$ cat config.mk
export PLATFORM = sky130hd
export DESIGN_NAME = sprite_blitter
export DESIGN_NICKNAME = d
export VERILOG_FILES = /design/src/rtl/sprite_blitter.sv
export SDC_FILE = /design/constraint.sdc
export NUM_CORES = 1
export LEC_CHECK = 0
export CORE_UTILIZATION = 30
export DETAILED_ROUTE_END_ITERATION = 6
export SLEW_MARGIN = 0
export SYNTH_ARGS = -nofsm -noshare
export SYNTH_HDL_FRONTEND = slang
export SYNTH_SLANG_ARGS = --single-unit
$ cat constraint.sdc
create_clock -name Clk -period 6.54 [get_ports Clk]
set_input_delay 1.635 -clock Clk [delete_from_list [all_inputs] [get_ports Clk]]
set_output_delay 1.635 -clock Clk [all_outputs]
set_load 0.01 [all_outputs]
$ cat src/rtl/sprite_blitter.sv
// ----------------------------------------------------------------------------
// sprite_blitter
//   Copies an x_size x y_size rectangle of 16-bit pixels from sprite memory to
//   the framebuffer at (dest_x, dest_y). Each pixel goes through four steps:
//   read request, wait for the read data, framebuffer write, then advance the
//   counters. Pixels that land off-screen are clipped (no write is issued).
//
//   Optional feature macro: BLIT_TRANSPARENCY_EN
//     When defined, pixels equal to TRANSPARENT_COLOR are skipped like
//     clipped pixels. When undefined, every on-screen pixel is written.
//
// Ports
//   Clk, Reset_n        clock, asynchronous active-low reset
//   blitter_start       one-cycle start pulse (accepted only when idle)
//   sprite_address      word address of sprite pixel (0,0), row-major
//   x_size, y_size      sprite dimensions in pixels
//   dest_x, dest_y      screen position of the sprite's top-left pixel
//   rd_req/rd_addr      one-cycle sprite-memory read request
//   rd_data/rd_valid    read response, one per request
//   fb_write/fb_address/fb_writedata/fb_waitrequest  framebuffer write port
//   blitter_finished    one-cycle done pulse
//   busy                high whenever the FSM is not idle
// ----------------------------------------------------------------------------
module sprite_blitter #(
   parameter int          SCREEN_W          = 640,
   parameter int          SCREEN_H          = 480,
   parameter int          FB_AW             = 19,
   parameter logic [15:0] TRANSPARENT_COLOR = 16'hF81F
) (
   input  logic             Clk,
   input  logic             Reset_n,
   input  logic             blitter_start,
   input  logic [25:0]      sprite_address,
   input  logic [9:0]       x_size,
   input  logic [9:0]       y_size,
   input  logic [9:0]       dest_x,
   input  logic [9:0]       dest_y,
   output logic             rd_req,
   output logic [25:0]      rd_addr,
   input  logic [15:0]      rd_data,
   input  logic             rd_valid,
   output logic             fb_write,
   output logic [FB_AW-1:0] fb_address,
   output logic [15:0]      fb_writedata,
   input  logic             fb_waitrequest,
   output logic             blitter_finished,
   output logic             busy
);

   typedef enum logic [2:0] {
      IDLE      = 3'd0,
      READ_REQ  = 3'd1,
      READ_WAIT = 3'd2,
      WRITE     = 3'd3,
      NEXT      = 3'd4,
      DONE      = 3'd5
   } state_t;

   localparam logic [10:0]      SW11 = 11'(SCREEN_W);
   localparam logic [10:0]      SH11 = 11'(SCREEN_H);
   localparam logic [FB_AW-1:0] SWFB = FB_AW'(SCREEN_W);

   state_t      state, state_nx;

   logic [9:0]  xs_q, ys_q, dx_q, dy_q;
   logic [9:0]  row, col;
   logic [25:0] src;
   logic [15:0] pixel;

   logic [10:0]      px, py;
   logic             clip, transparent, skip;
   logic             last_col, last_row;
   logic [FB_AW-1:0] fb_lin;

   // Screen position of the current pixel; 11 bits so dest+col cannot wrap.
   assign px = {1'b0, dx_q} + {1'b0, col};
   assign py = {1'b0, dy_q} + {1'b0, row};
   assign clip = (px >= SW11) || (py >= SH11);

   // Arithmetic done directly at FB_AW bits: identical to truncating the
   // full-width product, without carrying unused upper bits around.
   assign fb_lin = FB_AW'(py) * SWFB + FB_AW'(px);

`ifdef BLIT_TRANSPARENCY_EN
   assign transparent = (pixel == TRANSPARENT_COLOR);
`else
   logic unused_tc;
   assign unused_tc   = ^TRANSPARENT_COLOR;
   assign transparent = 1'b0;
`endif

   assign skip     = clip || transparent;
   assign last_col = (col == xs_q - 10'd1);
   assign last_row = (row == ys_q - 10'd1);

   // ---------------- state register ----------------
   always_ff @(posedge Clk or negedge Reset_n) begin
      if (!Reset_n) state <= IDLE;
      else          state <= state_nx;
   end

   // ---------------- next-state logic ----------------
   always_comb begin
      state_nx = state;
      case (state)
         IDLE:
            if (blitter_start)
               state_nx = (x_size == 10'd0 || y_size == 10'd0) ? DONE : READ_REQ;
         READ_REQ:  state_nx = READ_WAIT;
         READ_WAIT: if (rd_valid) state_nx = WRITE;
         // A skipped pixel never touches the bus, so the stall is irrelevant.
         WRITE:     if (skip || !fb_waitrequest) state_nx = NEXT;
         NEXT:      state_nx = (last_col && last_row) ? DONE : READ_REQ;
         DONE:      state_nx = IDLE;
         default:   state_nx = IDLE;
      endcase
   end

   // ---------------- outputs ----------------
   // Data outputs are gated by their strobes so everything reads 0 when idle.
   always_comb begin
      rd_req           = (state == READ_REQ);
      rd_addr          = 26'd0;
      fb_write         = (state == WRITE) && !skip;
      fb_address       = '0;
      fb_writedata     = 16'd0;
      blitter_finished = (state == DONE);
      busy             = (state != IDLE);
      if (rd_req) rd_addr = src;
      if (fb_write) begin
         fb_address   = fb_lin;
         fb_writedata = pixel;
      end
   end

   // ---------------- datapath ----------------
   always_ff @(posedge Clk or negedge Reset_n) begin
      if (!Reset_n) begin
         xs_q  <= 10'd0;
         ys_q  <= 10'd0;
         dx_q  <= 10'd0;
         dy_q  <= 10'd0;
         row   <= 10'd0;
         col   <= 10'd0;
         src   <= 26'd0;
         pixel <= 16'd0;
      end else begin
         case (state)
            IDLE:
               if (blitter_start) begin
                  xs_q <= x_size;
                  ys_q <= y_size;
                  dx_q <= dest_x;
                  dy_q <= dest_y;
                  row  <= 10'd0;
                  col  <= 10'd0;
                  src  <= sprite_address;
               end
            READ_WAIT:
               if (rd_valid) pixel <= rd_data;
            NEXT: begin
               src <= src + 26'd1;
               if (last_col) begin
                  col <= 10'd0;
                  row <= row + 10'd1;
               end else begin
                  col <= col + 10'd1;
               end
            end
            default: ;
         endcase
      end
   end

endmodule

Yosys cells after proc, flatten, opt, wreduce, memory -nomap -nowiden
Cells that the tools add are included.

Logic and storage cells: 64. Register bits after elaboration: 105. Input port bits: 87. Output and inout bits: 65.

Multiply operators: 1. Reduce and logical (&&, ||, !) cells: 17. $lt $le $gt $ge: 2. Eq/ne operators: 11. Add/subtract/negate cells: 8. Muxes and demuxes: 16.

Operators by type and width (count): $mux 26 (2); $pmux 26 s2 (1); $pmux 10 s2 (2); $mux 10 (3); $add 26x1->26 const B (1); $add 10x10->11 (2); $add 10x1->10 const B (2); $eq 10x10->1 (2); $logic_not 10->1 (2); $sub 10x1->10 const B (2); $add 19x11->19 (1); $mux 19 (1); $mux 16 (1); $mux 3 (5); $pmux 3 s5 (1); $mul 11x3->12 const B (1); $ge 11x10->1 const B (1); $ge 11x9->1 const B (1); $ne 2x2->1 const B (4); $eq 3x2->1 const B (2); $eq 3x3->1 const B (2); $reduce_and 2->1 (3); $reduce_and 3->1 (2); $eq 3x1->1 const B (1); other kinds (6) (10).

Depth between registers and ports, before layout
Gate-level depths: netlist (run 1).

Depth in word-level cells: 6. Depth in mapped cells: 17. Gate-level depth less buffers: 17.

Worst setup path after synthesis (run 1)
Ideal clock, no wire load.

Kind: reg2out. Start: register row[0]. End: output fb_address[18]. Arrival: 3.773 ns. Data required time: 4.905 ns. Slack: 1.132 ns. Stages on the path, launching flop included: 17. Buffers on the path: 0. Cells stage by stage: dfrtp_1 > ha_1 > inv_1 > fa_1 > nor2b_1 > o31a_1 > nor2_1 > xnor2_1 > ha_1 > ha_1 > and3_1 > a221o_1 > o41ai_1 > xor2_1 > nor4bb_1 > xor2_1 > nor2_1.

Longest elaborated chain between the ends: 6. Elaborated cells between the ends (all ways): 8. Classes of those cells: 2 x add/sub; 1 x mul; 1 x order compare; 1 x mux; 3 x reduce/logical.

Ends and longest elaborated chain: start, declared (RTL line 66) `logic [9:0] row, col;`; start signal, assigned (RTL line 165) `row <= row + 10'd1;`; $add 10x10->11 * (RTL line 77) `assign py = {1'b0, dy_q} + {1'b0, row};`; parallel branches: the longest is 4 deep, another holds $add 19x11->19; $mux 19 * (RTL line 130) `if (fb_write) begin`; end, declared (RTL line 43) `output logic [FB_AW-1:0] fb_address,`.

Every way passes the cells marked *.

Worst setup path after layout (run 1)
Start: register row[1]. End: output fb_address[18].

Same word-level chain as after synthesis.

==> results of run 1 <==
==> area by class of cell <==
type / count / area share (%)
clock buffers: 10 / 2.35
clock inverters: 6 / 0.500
repair buffers: 162 / 16.3
well taps: 324 / 4.16
flip-flops and latches: 105 / 27.0
inverters: 27 / 1.04
multi-input cells: 714 / 48.7
==> metrics by stage <==
step / std cells / utilization, % / instance area [µm²] / TNS (ns)
floorplan: 883 / - / 7520 / 0
global placement: 1330 / 38.4 / 9390 / 0
detailed placement: 1330 / 38.4 / 9390 / 0
CTS: 1346 / 39.6 / 9680 / 0
global route: 1348 / 39.9 / 9760 / -0.0544
finish: 1348 / 39.9 / 9760 / 0
==> synthesized netlist by cell type, drive strengths merged (7+ instances only) <==
| master | n |
|---|---|
| nand4 | 11 |
| mux2i | 7 |
| a21oi | 36 |
| nor3 | 23 |
| nor2 | 68 |
| xor2 | 18 |
| mux2 | 18 |
| o21a | 8 |
| and2 | 54 |
| inv | 27 |
| clkbuf | 35 |
| nor2b | 9 |
| and3 | 12 |
| ha | 46 |
| nand3 | 27 |
| o21ai | 35 |
| or3 | 9 |
| nor4 | 11 |
| a211oi | 17 |
| o31ai | 9 |
| xnor2 | 34 |
| or4 | 8 |
| dfrtp | 105 |
| nor3b | 11 |
| a21o | 10 |
| nand2b | 9 |
| nand2 | 147 |
==> registers in the layout, summed over array words and instances (netlist names) <==
| signal | cells |
|---|---|
| pixel | 16 |
| dy_q | 10 |
| xs_q | 10 |
| src | 26 |
| ys_q | 10 |
| dx_q | 10 |
| row | 10 |
| state | 3 |
| col | 10 |
==> worst paths after layout <==
check,endpoint,cells after the start,from
min reg2reg,dx_q[3]$_DFFE_PN0P_,2,dx_q[3]$_DFFE_PN0P_
max,fb_address[18],15,row[1]$_DFFE_PN0P_
max reg2reg,state[2]$_DFFE_PN0P_,12,col[0]$_DFFE_PN0P_
min in group asynchronous,dy_q[8]$_DFFE_PN0P_,1,Reset_n
max in group asynchronous,src[21]$_DFFE_PN0P_,2,Reset_n
min,dx_q[3]$_DFFE_PN0P_,2,dx_q[3]$_DFFE_PN0P_
==> metal layers <==
metal	GRT usage, %	part of all wire, %	wire length (µm)
met1	20.8	45	9460
met2	28.4	49	10200
met3	3.56	5.2	1090
met4	3.59	0.97	204
met5	0	0	0
==> where the power goes <==
part	leakage [µW]	switching [µW]	internal, µW	total (µW)
sequential	0.00129	278	911	1190
clock	0.000131	268	264	532
combinational	0.00272	1200	1130	2340
==> logic make-up (layout without fill, tap and decap cells) <==
logic type / after synthesis / after routing / synth area share [%]
simple gates: 417 / 417 / 27.9
compound gates: 170 / 170 / 15.4
flops: 105 / 105 / 35.0
mux: 25 / 25 / 3.63
fa+ha+maj: 50 / 50 / 8.72
xor+xnor: 52 / 52 / 6.16
buf+inv: 64 / 205 / 3.21
==> repair_timing <==
| item | 4_1_cts | 5_1_grt |
|---|---|---|
| setup buffers | 0 | 2 |
| gates resized for setup | 2 | 13 |
| hold endpoints to repair | 0 | 0 |
| endpoints found under the setup margin | 1 | 3 |
| pin swaps | 0 | 5 |
==> worst max-delay path, cell delays in order, from the launching register on <==
cell and delay [ns]:
dfrtp_2 0.46, ha_1 0.33, a21oi_2 0.21, o2111ai_2 0.21, o31ai_2 0.32, xnor2_2 0.17, ha_1 0.27, ha_1 0.35
and3_1 0.18, a221o_1 0.34, o41ai_2 0.25, xor2_1 0.15, nor4bb_2 0.32, xor2_1 0.13, nor2_1 0.10, clkdlybuf4s50_1 0.54
==> results by group, run 1 <==
Timing
  • Tcrit/Tclk final: 96.9%
  • Max-slew headroom: 35.4%
  • Final Hold Violating Endpoints: 0
  • Worst hold margin: 0.490 ns
  • Worst-Margin Slew: 0.961 ns
  • Fmax: 158 MHz
  • Worst-case clock skew: 0.0148 ns
  • Final min period: 6.34 ns
  • Final Setup Violations: 0
  • Final setup margin: 0.202 ns
  • Slew Viols, Final: 0

Clocking
  • Hold buffers post-CTS: 0
  • Reg clk slew, reported paths: 0.07 ns
  • Clk sinks: 105
  • Worst-Skew Late Latency: 0.36 ns
  • Clk buf depth: 2
  • Num CTS Buffers: 9
  • Clock root cell: clkbuf_16
  • CTS tree: yes
  • H-tree Lvls: 3

Finish
  • Layout area overhead: 29.8%
  • Multi-input gate area: 4750 µm²
  • # nets final: 1156
  • FF/Latch Area: 2630 µm²
  • Fill count: 2459
  • Antenna diodes: 0
  • Layout cells sized above 1: 7.81%
  • Leading cell type in the layout, fill and taps excluded: clkdlybuf4s50_1
  • Most frequent cells in the layout: clkdlybuf4s50_1, nand2_1, dfrtp_1

Floorplan
  • CORE AREA: 24500 µm²
  • Chip height: 160 µm
  • Starting Density: 30.7%
  • Cell Rows: 57
  • Die X: 160 µm
  • Area of the die: 25700 µm²
  • I/O pins: 152

Synthesis
  • EDFF count, synth: 0
  • Mapped cell area: 7520 µm²
  • Sequential share of the synthesized area: 35.0%
  • Syn Inst Count: 883
  • Top cell type's share of synthesized area: 35.0%
  • Syn. warnings: 0
  • Post-synth ARST share: 100%
  • Top cells by area, synth: dfrtp_1, ha_1, nand2_1, and2_1, xnor2_1
  • Mapped Avg Cell Area: 8.51 µm²
  • Synth cell types: 70
  • Dominant synthesized flop cell: dfrtp_1
  • Cell taking the most area after synthesis: dfrtp_1
  • Register bit total from synthesis: 105
  • Mapped Nets: 1020

Global routing
  • Vias in the first global route: 6699
  • Initial antenna violation count: 0
  • Largest net degree at the start of global routing: 66
  • Gr usage total: 16.4%
  • First-pass GRT wire length: 34000 µm
  • Gr ovfl total: 0

Detailed routing
  • Routed vias: 6810
  • First-pass detailed-route iteration total: 4
  • Routed Antenna Nets: 0
  • 1st-iter DRT viols: 244
  • # DRC: 0
  • Vias/cell: 5.05
  • Total Routed Length: 20900 µm
  • Routed len/inst: 15.5 µm

Critical path
  • Critical Path AT: 4.70 ns
  • FF-to-FF setup slack: 3.15 ns
  • Critical path class: flip-flop to output port
  • Startpoint types: flip-flop
  • CP Max Fanout: 7
  • Critical path required time: 4.91 ns
  • CP Capture Type: output port

Job
  • Reported max-cap violation count: 0

Place
  • Setup WS pre-CTS: 0.279 ns
  • Placer Congestion: 0.767
  • PortBufs: 151
  • Detailed placement HPWL: 15400 µm

Worst hold path
  • Worst Hold Class: flip-flop to flip-flop

Pwr
  • Pwr per Cell Area: 416 nW/µm²
  • Total chip power: 4060 µW
  • Lkg Pwr: 0.00415 µW
  • Max IR drop VDD: 166 µV

Outcome
  • Status: finished, final reports clean
(Power assumes the default switching activity.)
==> inputs of run 2 (changes only) <==
--- a/config.mk
+++ b/config.mk
@@ -5,6 +5,7 @@
 export SDC_FILE = /design/constraint.sdc
 export NUM_CORES = 1
 export LEC_CHECK = 0
+export CORE_MARGIN = 3
 export CORE_UTILIZATION = 30
 export DETAILED_ROUTE_END_ITERATION = 6
 export SLEW_MARGIN = 0
==> results by group, run 2 (synthesis gave the netlist of run 1 again) <==
Timing
  • Slew Viols, Final: 0 (unchanged)
  • RSZ-0062 raised after global routing: no
  • Worst-Margin Slew: 0.960 ns (-0.000908 ns)
  • Final Setup Violations: 0 (unchanged)
  • Final Hold Violating Endpoints: 0 (unchanged)
  • Max-slew headroom: 35.5% (+0.061 points)
  • Fmax: 160 MHz (+1.3%)
  • Setup TNS: 0 ns (unchanged)
  • Final min period: 6.26 ns (-0.0810 ns)
  • Tcrit/Tclk final: 95.7% (-1.2 points)
  • Worst-case clock skew: 0.0102 ns (-0.00459 ns)
  • Final setup margin: 0.283 ns (+0.0810 ns)

Floorplan
  • Cell Rows: 57 (unchanged)
  • Die X: 164 µm (+2.5%)
  • Area of the die: 27000 µm² (+5.1%)
  • I/O pins: 152 (unchanged)
  • Chip height: 164 µm (+2.5%)
  • CORE AREA: 24500 µm² (unchanged)
  • Starting Density: 30.7% (unchanged)

Critical path
  • Critical path class: flip-flop to output port
  • Critical path's largest stage delay: 0.56 ns (+0.02 ns)
  • CP Max Fanout: 6 (-1)
  • CP top delay family: adder cells
  • Critical path required time: 4.91 ns (about the same)
  • Most used cell, CP: ha_1
  • Critical Path AT: 4.62 ns (-0.08 ns)
  • Critical Path, Cell by Cell: ha_1, inv_1, fa_1, nor2b_1, o31a_1, nor2_1, xnor2_2, ha_1, ha_1, o21a_1, o31a_1, o21a_1, o31ai_1, nor3b_1, xor2_1, nor2_1, clkdlybuf4s50_1
  • Critical path buffers and inverters: 2 (+1)
  • Slowest-stage cell, CP: clkdlybuf4s50_1
  • Startpoint types: flip-flop
  • CP Capture Type: output port

Pwr
  • Lkg Pwr: 0.00416 µW (+0.37%)
  • Sw power: 1760 µW (+0.72%)
  • Share of power burned in the clock network: 13.4% (+0.3 points)
  • P_int: 2290 µW (-0.83%)
  • Max IR drop VDD: 175 µV (+5.6%)
  • Comb pwr share: 57.3% (-0.3 points)
  • Pwr per Cell Area: 417 nW/µm² (+0.25%)
  • Sw Ratio: 43.5% (+0.38 points)
  • Flop pwr share: 29.3% (about the same)

Finish
  • Layout cells sized above 1: 7.05% (-0.77 points)
  • Layout area overhead: 29.3%
  • Non-filler cells, final: 1346 (-0.15%)
  • Biggest regs: src: 26 flops, pixel: 16 flops
  • Final core utilization: 39.7% (-0.16 points)
  • Largest register FFs: 26 (unchanged)
  • # nets final: 1154 (-0.17%)
  • Top reg by flops: src
  • Antenna diodes: 0 (unchanged)
  • Most frequent cells in the layout: clkdlybuf4s50_1, nand2_1, dfrtp_1
  • Leading cell type in the layout, fill and taps excluded: clkdlybuf4s50_1

Detailed routing
  • First-pass detailed-route iteration total: 4 (unchanged)
  • # DRC: 0 (unchanged)
  • 1st-iter DRT viols: 243 (-0.41%)
  • Routed vias: 6825 (+0.22%)
  • Routed Antenna Nets: 0 (unchanged)
  • Total Routed Length: 21300 µm (+2.0%)
  • Routed len/inst: 15.9 µm (+2.1%)
  • Vias/cell: 5.07 (+0.37%)

Worst hold path
  • Worst Hold Class: flip-flop to flip-flop

Global routing
  • Gr ovfl total: 0 (unchanged)
  • Vias in the first global route: 6792 (+1.4%)
  • Initial antenna violation count: 0 (unchanged)
  • Largest net degree at the start of global routing: 64 (-3.0%)
  • Gr usage total: 15.9% (-0.46 points)
  • First-pass GRT wire length: 34700 µm (+2.0%)

Place
  • Placer Congestion: 0.807 (+5.2%)
  • Setup WS pre-CTS: 0.298 ns (+0.0190 ns)
  • Detailed placement HPWL: 15800 µm (+2.3%)
  • Dpl cells: 1330 (unchanged)
  • PortBufs: 151 (unchanged)

Clocking
  • Reg clk slew, reported paths: 0.08 ns (about the same)
  • Worst-Skew Late Latency: 0.36 ns (about the same)
  • H-tree Lvls: 3 (unchanged)
  • Setup Buffers After CTS: 0 (unchanged)
  • CTS tree: yes
  • Num CTS Buffers: 9 (unchanged)
  • Hold buffers post-CTS: 0 (unchanged)
  • Clock root cell: clkbuf_16
  • Clk sinks: 105 (unchanged)
  • Clk buf depth: 2 (unchanged)

Outcome
  • Status: finished, final reports clean

Job
  • Reported max-cap violation count: 0 (unchanged)
-- run 2: final timing paths --
kind	startpoint	cells past startpoint	slack, ns	to
max	row[0]$_DFFE_PN0P_	17	0.28	fb_address[17]
min	dx_q[4]$_DFFE_PN0P_	2	0.48	dx_q[4]$_DFFE_PN0P_
max reg2reg	col[0]$_DFFE_PN0P_	12	3.04	state[2]$_DFFE_PN0P_
min reg2reg	dx_q[4]$_DFFE_PN0P_	2	0.48	dx_q[4]$_DFFE_PN0P_
max in group asynchronous	Reset_n	2	4.07	dy_q[7]$_DFFE_PN0P_
min in group asynchronous	Reset_n	1	1.37	src[15]$_DFFE_PN0P_
-- run 2: repair_timing --
action	in CTS	in global routing
pin swaps	1	2
endpoints found under the setup margin	1	2
resized for setup	2	6
-- run 2: stage by stage --
step / hold WS [ns] / power [µW] / cell area, µm²
after floorplan: 0.452 / 2720 / 7520
after global placement: 0.465 / 3470 / 9390
after detailed placement: 0.470 / 3510 / 9390
after CTS: 0.489 / 4080 / 9690
after global routing: 0.515 / 4430 / 9720
final: 0.485 / 4050 / 9720
-- run 2: area by class of cell --
cell class / count / area [µm²]
repair buffers: 160 / 1580
well taps: 324 / 405
inverters: 27 / 101
flip-flops and latches: 105 / 2630
multi-input cells: 714 / 4710
fillers: 2499 / 14700
clock buffers: 9 / 225
clock inverters: 7 / 62.6
-- run 2: layer usage --
| layer | GRT usage (%) | vias up | part of all wire (%) |
|---|---|---|---|
| met5 | 0 | - | 0 |
| met4 | 3.27 | 0 | 1.1 |
| met3 | 4.46 | 14 | 5.9 |
| met2 | 26.9 | 133 | 48 |
| met1 | 20.4 | 3271 | 45 |
| li1 | - | 3407 | - |
-- run 2: worst min-delay path, stage by stage, from the launching register on --
cell	delay [ns]
dfrtp_1	0.35
nand2_1	0.05
nand2_1	0.05
-- run 2: power by group through the flow --
stage | logic (µW) | registers, µW | clock network, µW
2_1_floorplan | 1630 | 1090 | 0
3_3_place_gp | 2280 | 1190 | 0
3_5_place_dp | 2310 | 1200 | 0
4_1_cts | 2330 | 1190 | 564
5_1_grt | 2610 | 1230 | 589
6_report | 2320 | 1190 | 543
